--- config.mk ---
export PLATFORM = sky130hd
export DESIGN_NAME = reg_bank
export DESIGN_NICKNAME = d
export VERILOG_FILES = /design/src/rtl/reg_bank.sv
export SDC_FILE = /design/constraint.sdc
export NUM_CORES = 1
export LEC_CHECK = 0
export CORE_ASPECT_RATIO = 1.75
export CORE_MARGIN = 2
export CORE_UTILIZATION = 30
export DETAILED_ROUTE_END_ITERATION = 6
export GPL_TIMING_DRIVEN = 0
export PLACE_DENSITY_LB_ADDON = 0.05
export SLEW_MARGIN = 20
export SYNTH_ARGS = -nofsm -noshare
export SYNTH_HDL_FRONTEND = slang
export SYNTH_SLANG_ARGS = --single-unit
--- constraint.sdc ---
create_clock -name clk -period 1.9 [get_ports clk]
set_clock_uncertainty 0.15 [all_clocks]
set_input_delay 0.19 -clock clk [delete_from_list [all_inputs] [get_ports clk]]
set_output_delay 0.19 -clock clk [all_outputs]
set_load 0.005 [all_outputs]
--- src/rtl/reg_bank.sv ---
// reg_bank: fourteen DATA_W-bit registers R1..R14 with one one-hot write port,
// two registered read ports with write-first forwarding, a sticky flag for
// multi-bit write selects and a saturating count of accepted writes.
// Addresses 0 and 15 have no storage behind them and read as zero.

module reg_bank #(
    parameter int DATA_W = 16
) (
    input  logic              clk,
    input  logic              rst_n,
    input  logic              wr_en,
    input  logic [13:0]       wr_sel,
    input  logic [DATA_W-1:0] wr_data,
    input  logic [3:0]        rd_addr_a,
    input  logic [3:0]        rd_addr_b,
    input  logic              err_clr,
    output logic [DATA_W-1:0] rd_data_a,
    output logic [DATA_W-1:0] rd_data_b,
    output logic              sel_err,
    output logic [7:0]        wr_count
);

    localparam int NREG = 14;

    logic [DATA_W-1:0] regs_q [NREG];
    logic [DATA_W-1:0] regs_d [NREG];
    logic [DATA_W-1:0] rd_data_a_q, rd_data_a_d;
    logic [DATA_W-1:0] rd_data_b_q, rd_data_b_d;
    logic              sel_err_q, sel_err_d;
    logic [7:0]        wr_count_q, wr_count_d;

    logic sel_any;
    logic sel_multi;
    logic wr_accept;
    logic wr_bad;

    // Classify the write select: clearing the lowest set bit leaves a
    // non-zero value only when two or more bits were set.
    always_comb begin
        sel_any   = |wr_sel;
        sel_multi = |(wr_sel & (wr_sel - 14'd1));
        wr_accept = wr_en && sel_any && !sel_multi;
        wr_bad    = wr_en && sel_multi;
    end

    // Next register contents; only an accepted (exactly one-hot) write lands.
    always_comb begin
        for (int i = 0; i < NREG; i++) begin
            regs_d[i] = regs_q[i];
            if (wr_accept && wr_sel[i]) begin
                regs_d[i] = wr_data;
            end
        end
    end

    // Read muxes look at the next-state array so a same-edge write is forwarded.
    always_comb begin
        rd_data_a_d = '0;
        rd_data_b_d = '0;
        for (int i = 0; i < NREG; i++) begin
            if (rd_addr_a == 4'(i + 1)) begin
                rd_data_a_d = regs_d[i];
            end
            if (rd_addr_b == 4'(i + 1)) begin
                rd_data_b_d = regs_d[i];
            end
        end
    end

    // Sticky error flag (a new bad write beats err_clr) and saturating counter.
    always_comb begin
        sel_err_d = sel_err_q;
        if (wr_bad) begin
            sel_err_d = 1'b1;
        end else if (err_clr) begin
            sel_err_d = 1'b0;
        end

        wr_count_d = wr_count_q;
        if (wr_accept && (wr_count_q != 8'hFF)) begin
            wr_count_d = wr_count_q + 8'd1;
        end
    end

    // State registers, all cleared asynchronously by reset.
    always_ff @(posedge clk or negedge rst_n) begin
        if (!rst_n) begin
            for (int i = 0; i < NREG; i++) begin
                regs_q[i] <= '0;
            end
            rd_data_a_q <= '0;
            rd_data_b_q <= '0;
            sel_err_q   <= 1'b0;
            wr_count_q  <= 8'd0;
        end else begin
            for (int i = 0; i < NREG; i++) begin
                regs_q[i] <= regs_d[i];
            end
            rd_data_a_q <= rd_data_a_d;
            rd_data_b_q <= rd_data_b_d;
            sel_err_q   <= sel_err_d;
            wr_count_q  <= wr_count_d;
        end
    end

    assign rd_data_a = rd_data_a_q;
    assign rd_data_b = rd_data_b_q;
    assign sel_err   = sel_err_q;
    assign wr_count  = wr_count_q;

endmodule

==> key figures, run 1 <==
Final layout
  – # nets final: 1698
  – Commonest non-fill, non-tap cell in the layout: dfrtp_1
  – Final Non-Filler Cells: 2257
  – Share of layout cells above drive strength 1: 45.1%
  – Syn-to-layout area delta: 59.6%
  – Fillers: 4145
  – Final core utilization: 48.4%
  – Commonest non-fill, non-tap cells in the layout: dfrtp_1, buf_6, inv_1

Worst setup path
  – Max stage delay on crit path: 0.36 ns
  – Crit path capture type: flip-flop
  – Setup Crit Path Kind: input pin to flip-flop
  – Most common cell on crit path: buf_6
  – WP buf/inv: 7
  – CP cell instances: buf_8 > buf_6 > o41a_1 > o32a_1 > a2111oi_4 > buf_6 > buf_6 > o211a_4 > buf_12 > buf_12 > buf_16 > mux2i_4 > o22ai_1 > a221oi_2 > a31oi_1 > or3_1
  – CP max stage cell: or3_1
  – CP delay by family, top: compound AO/OA/AOI/OAI gates
  – R2r endpoint: rd_data_b[5]
  – R2R Path Start: regs_q[165]
  – Maximum fanout along the worst path: 6
  – Slack of the worst reg-to-reg path: -0.11 ns
  – Crit path launch type: input pin
  – Reg2Reg Depth: 5
  – Worst Path Required: 2.20 ns
  – Crit path DAT: 3.31 ns

Power and ir drop
  – Sequential power share: 41.5%
  – Peak VDD IR: approximately 0.61 mV
  – Combinational Power Share: between 10% and 20%
  – Sw frac: 25.9%
  – Power Density: 637 nW/um2
  – Pleak: between 0.01 and 0.015 uW
  – Psw: 3590 uW
  – Clk pwr share: 48.0%
  – Final Power: 13900 uW
  – Int Power: 10300 uW

Placed design
  – Port Buffers: 78
  – Dpl cells: just under 2000
  – Hpwl dp: 44500 um
  – Pre-CTS setup slack: -3.26 ns
  – GPL Wtd Cong: 0.924

Run status
  – Failing checks: DRC, hold timing, setup timing
  – Status: finished, violations left

Detailed routing
  – Iteration-0 DRC count of the detailed router: 1008
  – Drc violations: 3
  – First-pass DRT Iterations: 7
  – Antenna Violating Nets Remaining: 0
  – Total length of routed wires: 65600 um
  – Via count: 12700
  – WL per Instance: between 20 and 30 um
  – Vias/cell: 5.64

Clock network
  – CTS sink count: between 200 and 300
  – Clk slew on worst S/H paths: 0.06 ns
  – Clk buf depth: 3
  – Clock latency on the worst-skew pair: between 0.5 and 0.6 ns
  – CTS root buf: clkbuf_16
  – H-tree Lvls: 1
  – CTS tree: done
  – Num CTS Buffers: 30

Die
  – IO Pins: 83
  – Die height: around 290 um
  – Core ar.: 45000 um2
  – Initial Utilization: 30.4%
  – # rows: 103
  – Die area: around 47000 um2
  – Die width: 165 um

GRT
  – Congestion Overflow GR: 0
  – Antenna violations before repair: 1
  – Vias in the first global route: 12800
  – Overall Global Routing Usage: 27.5%
  – Largest net degree at the start of global routing: 71
  – First-pass GRT wire length: between 90000 and 100000 um

Synthesis
  – Gate Count Post-Synth: 1309
  – EDFF count, synth: 0
  – Yosys cell types: 75
  – Synthesized area: ~14000 um2
  – Asr flop ratio synth: 100%
  – Synth Flop Type: dfrtp_1
  – Syn Nets: around 1400
  – Synthesized area per cell: 10.4 um2
  – Yosys Warn Count: 0
  – Post-synthesis sequential area ratio: 48.6%
  – Flops & latches, synth: 265

Timing
  – Worst setup margin: -1.11 ns
  – Slew Limit Fails: 0
  – RSZ-0062 raised after global routing: true
  – Slew @ Worst Pin: 1.27 ns
  – Hold WS: -0.0130 ns
  – Final Critical Period: 3.01 ns
  – Max frequency: 332 MHz
  – Rel. slew slack: 14.8%
  – Tcrit/Tclk final: 159%
  – Final setup vio count: 260
  – Final Hold Viols: 6

Worst hold path
  – Hold crit path type: input pin to async pin

Run
  – Max-cap check violation count: 0
==> metal layers <==
| layer | vias to the layer above | global-route usage [%] | wire (um) |
|---|---|---|---|
| li1 | 5511 | - | - |
| met1 | 6475 | 33.2 | 24800 |
| met2 | 547 | 46.9 | 32900 |
| met3 | 192 | 3.11 | 3410 |
| met4 | 0 | 15.8 | 4390 |
| met5 | - | 0 | 0 |
==> repair_timing <==
item / in CTS / in global routing
hold buffers: 3 / 0
pin swaps: 68 / 81
buffers inserted: 132 / 113
hold endpoints to repair: 200 / 0
resized for setup: 457 / 303
endpoints found under the setup margin: 270 / 269
gates cloned: 4 / 1
==> power by group through the flow <==
stage,clock network (uW),registers (uW),logic [uW]
2_1_floorplan,0,5860,469
5_1_grt,6990,5770,1530
4_1_cts,6770,5760,1350
3_3_place_gp,0,5860,1150
3_5_place_dp,0,5850,1180
6_report,6660,5760,1450
==> how the worst max path moves through the flow <==
stage | start | end | slack, ns | cells after the start
after floorplan | wr_sel[12] | rd_data_b[5] | -1.31 | 8
after global placement | rst_n | rd_data_b[0] | -12.15 | 1
after detailed placement | wr_sel[4] | rd_data_b[0] | -3.26 | 11
after CTS | wr_sel[2] | rd_data_b[5] | -0.99 | 13
after global routing | wr_sel[6] | rd_data_b[11] | -1.12 | 16
final | wr_sel[6] | rd_data_b[11] | -1.11 | 16
==> sequential cells by signal, summed over array words and instances (netlist names) <==
| name | flops |
|---|---|
| rd_data_b | 16 |
| regs_q | 224 |
| rd_data_a | 16 |
| sel_err | 1 |
| wr_count | 8 |
==> synth_stat cells, types with 6 or more instances <==
library cell    n  area, um2
nand3_1        24        120
and2_1          8       50.1
xnor2_1         6       52.6
mux2i_1       111       1110
nand2b_1       13       81.3
a22o_1          6       52.6
a222oi_1        8       80.1
a21oi_1        59        295
o22ai_1        59        369
o211ai_2        6       75.1
buf_2           9       45.0
mux2_2         95       1070
a211oi_1        7       52.6
nor3_1         28        140
a221oi_1       24        210
buf_6           8       90.1
a2111oi_0       6       52.6
o221ai_1       14        123
nor2_1         73        274
nand2_1        89        334
o21ai_0        45        225
a31oi_1         8       50.1
nand4_1        10       62.6
clkbuf_1       48        180
a22oi_1        36        270
dfrtp_1       265       6630
inv_1         127        477
nor2b_1        14       87.6
o211ai_1       10       75.1
==> layout make-up <==
cell class	count	area, um2	share of cell area [%]
diodes	1	2.50	0.0115
plain buffers	70	576	2.64
clock buffers	41	883	4.06
clock inverters	15	229	1.05
inverters	127	477	2.19
multi-input cells	846	8730	40.1
flip-flops and latches	265	6640	30.5
well taps	577	722	3.31
repair buffers	315	3520	16.2
==> kinds of logic (layout without fill, tap and decap cells) <==
| logic type | count (synthesis) | count (layout) | synth area share, % |
|---|---|---|---|
| flops | 265 | 265 | 48.6 |
| other cells | 0 | 1 | 0 |
| simple gates | 286 | 286 | 10.1 |
| xor+xnor | 7 | 7 | 0.449 |
| mux | 209 | 209 | 16.3 |
| buf+inv | 198 | 568 | 6.08 |
| compound gates | 343 | 343 | 18.4 |
| fa+ha+maj | 1 | 1 | 0.0916 |
==> metrics by stage <==
stage / area (um2) / setup TNS (ns)
after global placement: 15500 / -3674.88
after floorplan: 14000 / -165.39
final: 21800 / -83.76
after global routing: 21800 / -91.74
after detailed placement: 15700 / -464.06
after CTS: 19900 / -62.06
Note: power is estimated with default switching activity, not from simulation.
==> run 2, diff against run 1 <==
Settings changed: CTS_CLUSTER_DIAMETER set to 40, SKIP_LAST_GASP set to 1.
==> run 2 against run 1 <==
Net effect:
- non-clock buffer count down 18
- critical path depth is 2 lower
- critical path type unchanged
- register-to-register slack better by 0.04 ns
- first-iteration DRC count decreased by 0.79%
- clock power up 12%
- the flow finishes with violations (hold timing, setup timing)
- worst setup slack improved by 0.020 ns
- sequential share of layout area decreased by 0.23 points
- utilization rose by 0.33 points
- flip-flop and latch count did not move
- hold slack better by 0.012 ns
- cell count about the same
==> key figures, run 2 (same netlist as run 1, synthesis figures left out) <==
GRT
  – First-pass GRT wire length: ~92000 um
  – Overall Global Routing Usage: 27.5%
  – Antenna violations before repair: 1
  – Congestion Overflow GR: 0
  – Vias in the first global route: 12700
  – Largest net degree at the start of global routing: ~70

Clock network
  – H-tree Lvls: 2
  – Num CTS Buffers: 39
  – Clk slew on worst S/H paths: 0.06 ns
  – CTS root buf: clkbuf_16
  – Clock latency on the worst-skew pair: between 0.5 and 0.6 ns
  – CTS sink count: 265
  – CTS tree: done
  – Clk buf depth: 3

Worst setup path
  – Max stage delay on crit path: 0.57 ns
  – Crit path capture type: flip-flop
  – Maximum fanout along the worst path: 6
  – WP buf/inv: 5
  – Worst Path Required: 2.14 ns
  – CP cell instances: buf_8 > or4_4 > o21a_1 > nor3_4 > buf_6 > buf_8 > o211a_4 > buf_12 > buf_12 > mux2_4 > a22oi_2 > nand4_1 > a221oi_2 > o22ai_1
  – CP delay by family, top: compound AO/OA/AOI/OAI gates
  – Setup Crit Path Kind: input pin to flip-flop
  – Crit path DAT: ~3.2 ns
  – CP max stage cell: or4_4
  – Crit path launch type: input pin

Detailed routing
  – Total length of routed wires: 65500 um
  – Iteration-0 DRC count of the detailed router: 1000
  – Vias/cell: 5.58
  – First-pass DRT Iterations: 6
  – Drc violations: 0
  – WL per Instance: 29.1 um
  – Antenna Violating Nets Remaining: 0
  – Via count: 12600

Run
  – Max-cap check violation count: 0

Die
  – IO Pins: 83
  – Core ar.: approximately 45000 um2
  – # rows: 103
  – Die area: 47300 um2
  – Die height: 286 um
  – Die width: 165 um
  – Initial Utilization: 30.4%

Timing
  – Hold WS: -0.00108 ns
  – Slew @ Worst Pin: 1.37 ns
  – Final Critical Period: 2.99 ns
  – Max frequency: 334 MHz
  – RSZ-0062 raised after global routing: true
  – Slew Limit Fails: 0
  – Final Hold Viols: 1
  – Final setup vio count: 259
  – Worst setup margin: -1.09 ns
  – Rel. slew slack: 8.21%
  – Tcrit/Tclk final: 157%

Worst hold path
  – Hold crit path type: input pin to flip-flop

Final layout
  – Syn-to-layout area delta: 60.7%
  – Biggest register: regs_q
  – # nets final: 1689
  – Commonest non-fill, non-tap cell in the layout: dfrtp_1
  – Final core utilization: 48.8%
  – Number of flip-flops in the largest register: approximately 220
  – Commonest non-fill, non-tap cells in the layout: dfrtp_1, inv_1, mux2i_4
  – Share of layout cells above drive strength 1: 45.4%

Power and ir drop
  – Peak VDD IR: 0.555 mV
  – Power Density: 669 nW/um2
  – Pleak: slightly above 0.01 uW

Placed design
  – Hpwl dp: 44500 um
  – Port Buffers: between 70 and 80
  – GPL Wtd Cong: 0.924

Run status
  – Failing checks: hold timing, setup timing
  – Status: finished, violations left
-- run 2: changes by cell type in the layout (fill, tap and decap cells not counted), sizes merged --
cell	delta
buf	-19
clkbuf	+6
clkinvlp	+6
inv	+5
bufinv	-3
clkinv	+3
clkdlybuf4s50	+1
dlymetal6s2s	-1
-- run 2: per-stage QoR --
stage | setup TNS (ns) | setup WS (ns) | cells | instance area (um2) | power, uW
floorplan | -165.39 | -1.31 | 1309 | 14000 | 6330
global placement | -3674.88 | -12.15 | 1964 | 15500 | 7010
detailed placement | -464.06 | -3.26 | 1973 | 15700 | 7030
CTS | -87.77 | -1.08 | 2169 | 19700 | 14700
global route | -102.47 | -1.12 | 2255 | 21900 | 15100
finish | -91.14 | -1.09 | 2255 | 21900 | 14700
-- run 2: cell type report --
type / count / area (um2)
clock buffer: 46 / 1060
sequential: 265 / 6630
antenna: 1 / 2.50
clock inverter: 26 / 262
fill: 4098 / 23000
buffer: 69 / 558
tap: 577 / 722
timing repair buffer: 298 / 3340
inverter: 127 / 477
multi-input combinational: 846 / 8870
-- run 2: routing by layer --
| metal | track usage (%) | up-vias | part of all wire [%] |
|---|---|---|---|
| met1 | 32.8 | 6425 | 38 |
| li1 | - | 5490 | - |
| met2 | 46.6 | 491 | 50 |
| met3 | 3.76 | 183 | 4.7 |
| met5 | 0 | - | 0 |
| met4 | 16.7 | 0 | 6.7 |
-- run 2: tightest hold or removal path, stage by stage --
cell       delay [ns]
buf_6            0.10
nand2_1          0.07
nor3_2           0.07
o2111ai_4        0.12
o21ai_4          0.09
-- run 2: final timing paths --
check                            start            end  slack, ns  cells past startpoint
hold / removal               wr_sel[8]     regs_q[91]     -0.001                      5
hold reg to reg            wr_count[5]    wr_count[5]       0.34                      1
setup / recovery             wr_sel[2]  rd_data_a[13]      -1.09                     14
setup reg to reg           regs_q[165]   rd_data_b[5]      -0.07                      5
max in group asynchronous        rst_n    regs_q[163]       0.46                      4
min in group asynchronous        rst_n    regs_q[122]       0.03                      2
-- run 2: repair_timing --
action / 4_1_cts / 5_1_grt
gates resized for setup: 399 / 339
endpoints found under the hold margin: 198 / 2
setup buffers: 118 / 97
gates cloned: 5 / 1
hold buffers: 2 / 1
pin swaps: 76 / 82
setup endpoints to repair: 265 / 264
-- run 2: where the power goes --
group          internal [uW]  switching [uW]  leakage (uW)  total, uW
Combinational            501             951       0.00582       1450
Sequential              5730            34.1       0.00367       5760
Clock                   4470            2980      0.000639       7450
Total                  10700            3970        0.0101      14700
==> RTL change: new RTL, config.mk and constraints of run 2 <==
Change the localparam `NREG` from 14 to 16.
--- a/src/rtl/reg_bank.sv
+++ b/src/rtl/reg_bank.sv
@@ -20,7 +20,7 @@
     output logic [7:0]        wr_count
 );
 
-    localparam int NREG = 14;
+    localparam int NREG = 16;
 
     logic [DATA_W-1:0] regs_q [NREG];
     logic [DATA_W-1:0] regs_d [NREG];
Behaviour: not the same (Yosys sat finds a counterexample within 4 cycles, from zero or initial values and one cycle with rst_n low).
==> RTL change against run 2 <==
The flow finishes with violations (negative setup slack). Register-to-register slack lost 0.08 ns. Worst setup slack lost 0.14 ns. Cell area grew 1.7%. Count of clock-buffer cells in the layout grew 3. Global-route usage grew 2.8 points. Critical path depth shrank 6. Combinational power grew 5%. Wire length grew 11%. Largest cell class unchanged. Synthesized area grew 0.38%. Clock power is essentially flat. Power grew 0.56%. Critical endpoint is now rd_data_b[13]. Sequential cell count is the same.
==> RTL change: results (changes against run 2) <==
* Run status: finished with violations
* Violated checks: negative setup slack
* Asr flop ratio synth at 1.00 (unchanged)
* Final net count at 1,698 (+0.53%)
* Synth Area in Compound Gates at 0.160 (-0.0239)
* H-Tree Depth at 2 (unchanged)
* Post-route insts no fill at 2,262 (+0.31%)
* Reg2Reg Setup Slack at -0.15 ns (-0.08 ns)
* Max-slew headroom at 0.0573 (-0.0248)
* I/O Buffers at 76 (-2.6%)
* Final weighted congestion in routability-driven placement at 0.996 (+7.8%)
* Largest Register: regs_q
* Crit path largest cell delay at 0.97 ns (+0.40 ns)
* Sw frac at 0.276 (+0.00503)
* Post-synth top cells: 265 x dfrtp_1, 197 x inv_1, 197 x mux2i_1
* Leading post-synthesis cells by cell area: dfrtp_1 48%, mux2i_1 14%, inv_1 5.4%
* Worst path slowest cell: clkbuf_1
* Post-synthesis average cell area at 9.99 sq um (-4.2%)
* Final setup fails at 258 (-0.39%)
* Post-Synth Adder-Cell Area at 0.00164 (+0.000727)
* First-pass GRT wire length at 99,200 um (+7.5%)
* Register area share after synthesis at 0.484 (-0.00186)
* Count of TritonRoute iterations in the first routing pass at 5 (-1)
* Initial DRC count at 1,050 (+5.0%)
* Num CTS Buffers at 38 (-2.6%)
* Xor/xnor share of the synthesized area at 0.00447 (-0.0000172)
* Crit Reg-Reg Startpoint: wr_count[2]
* Hold endpoint: regs_q[78]
* Vias/cell at 5.76 (+3.2%)
* Placed Instances at 2,029 (+2.8%)
* Worst VDD drop at 0.536 mV (-3.5%)
* Mux cell area share after synthesis at 0.180 (+0.0173)
* Max FO, Critical Path at 10 (+4)
* Vias in the first global route at 13,100 (+3.2%)
* Leakage power at 10.4 nW (+3.1%)
* Largest net degree at the start of global routing at 92 (+30%)
* Final Hold Slack at 0.0364 ns (+0.0374 ns)
* Hold path cells at 4 (-1)
* Antenna violations before repair at 1 (unchanged)
* Worst reg2reg endpoint: wr_count[1]
* Hpwl dp at 46,700 um (+5.0%)
* GRT Overall Usage at 0.303 (+0.0277)
* Synth cell types at 69 (-8.0%)
* Routed WL at 73,000 um (+11%)
* Post-place instance area at 0.0161 sq mm (+2.7%)
* PnR worst setup slack at -1.23 ns (-0.135 ns)
* Hold_sp: wr_sel[11]
[RTL change: changes by cell type in the layout (fill, tap and decap cells not counted), sizes merged, moves of 13 or more]
cell / change
o22ai: +43
nor2: -17
mux2i: +87
a21oi: -30
mux2: -56
o211ai: -13
buf: -51
inv: +74
a221oi: -15
o221ai: +13
a22oi: -22
clkbuf: +21
[RTL change: metal layers]
metal  wire, um  up-vias  share of wire  GRT usage
li1           -     5491              -          -
met1      25800     6577           0.35      0.345
met2      36100      700           0.50      0.509
met3       4430      264          0.061     0.0549
met4       6570        2          0.090      0.209
met5         12        -        0.00016          0
[RTL change: worst max path at each step]
stage	from	end	slack (ns)
floorplan	wr_sel[1]	rd_data_a[6]	-1.27
global placement	rst_n	regs_q[246]	-12.06
detailed placement	wr_sel[1]	rd_data_a[14]	-2.96
CTS	wr_sel[4]	rd_data_a[6]	-1.17
global route	wr_sel[2]	rd_data_a[6]	-1.23
finish	rd_addr_b[3]	rd_data_b[13]	-1.23
[RTL change: power by group through the flow]
stage | Combinational, mW | Clock (mW) | Sequential (mW)
global route | 1.58 | 7.79 | 5.80
global placement | 1.22 | 0 | 5.88
floorplan | 0.520 | 0 | 5.87
detailed placement | 1.25 | 0 | 5.87
finish | 1.52 | 7.44 | 5.79
CTS | 1.37 | 7.56 | 5.77
[RTL change: repair_timing]
action                                  in CTS  in global routing
gates cloned                                 7                  3
setup buffers                               81                 79
endpoints found under the hold margin       96                  0
endpoints found under the setup margin     265                358
hold buffers                                 1                  0
pin swaps                                   79                 78
gates resized for setup                    353                317
[RTL change: area by class of cell]
class | count | area [sq um]
diodes | 1 | 2.50
plain buffers | 89 | 837
clock buffers | 49 | 1060
clock inverters | 20 | 243
fillers | 4182 | 22800
inverters | 198 | 743
multi-input cells | 819 | 9090
flip-flops and latches | 265 | 6640
well taps | 577 | 722
repair buffers | 244 | 2960
[RTL change: per-stage QoR]
stage	setup WS, ns	TNS (ns)
after floorplan	-1.27	-159.70
after global placement	-12.06	-3601.03
after global routing	-1.23	-139.86
after detailed placement	-2.96	-430.71
after CTS	-1.17	-123.03
final	-1.23	-128.46
[RTL change: cell families after synthesis]
logic type | after synthesis
compound gates | 320
buf+inv | 288
flops | 265
simple gates | 249
mux | 240
xor+xnor | 7
fa+ha+maj | 2
[RTL change: critical path, delay by kind of cell]
| kind | cells | cell delay (ns) |
|---|---|---|
| AOI/OAI and AO/OA | 3 | 0.55 |
| buffers and inverters | 2 | 1.59 |
| and+or+nand+nor | 3 | 1.04 |
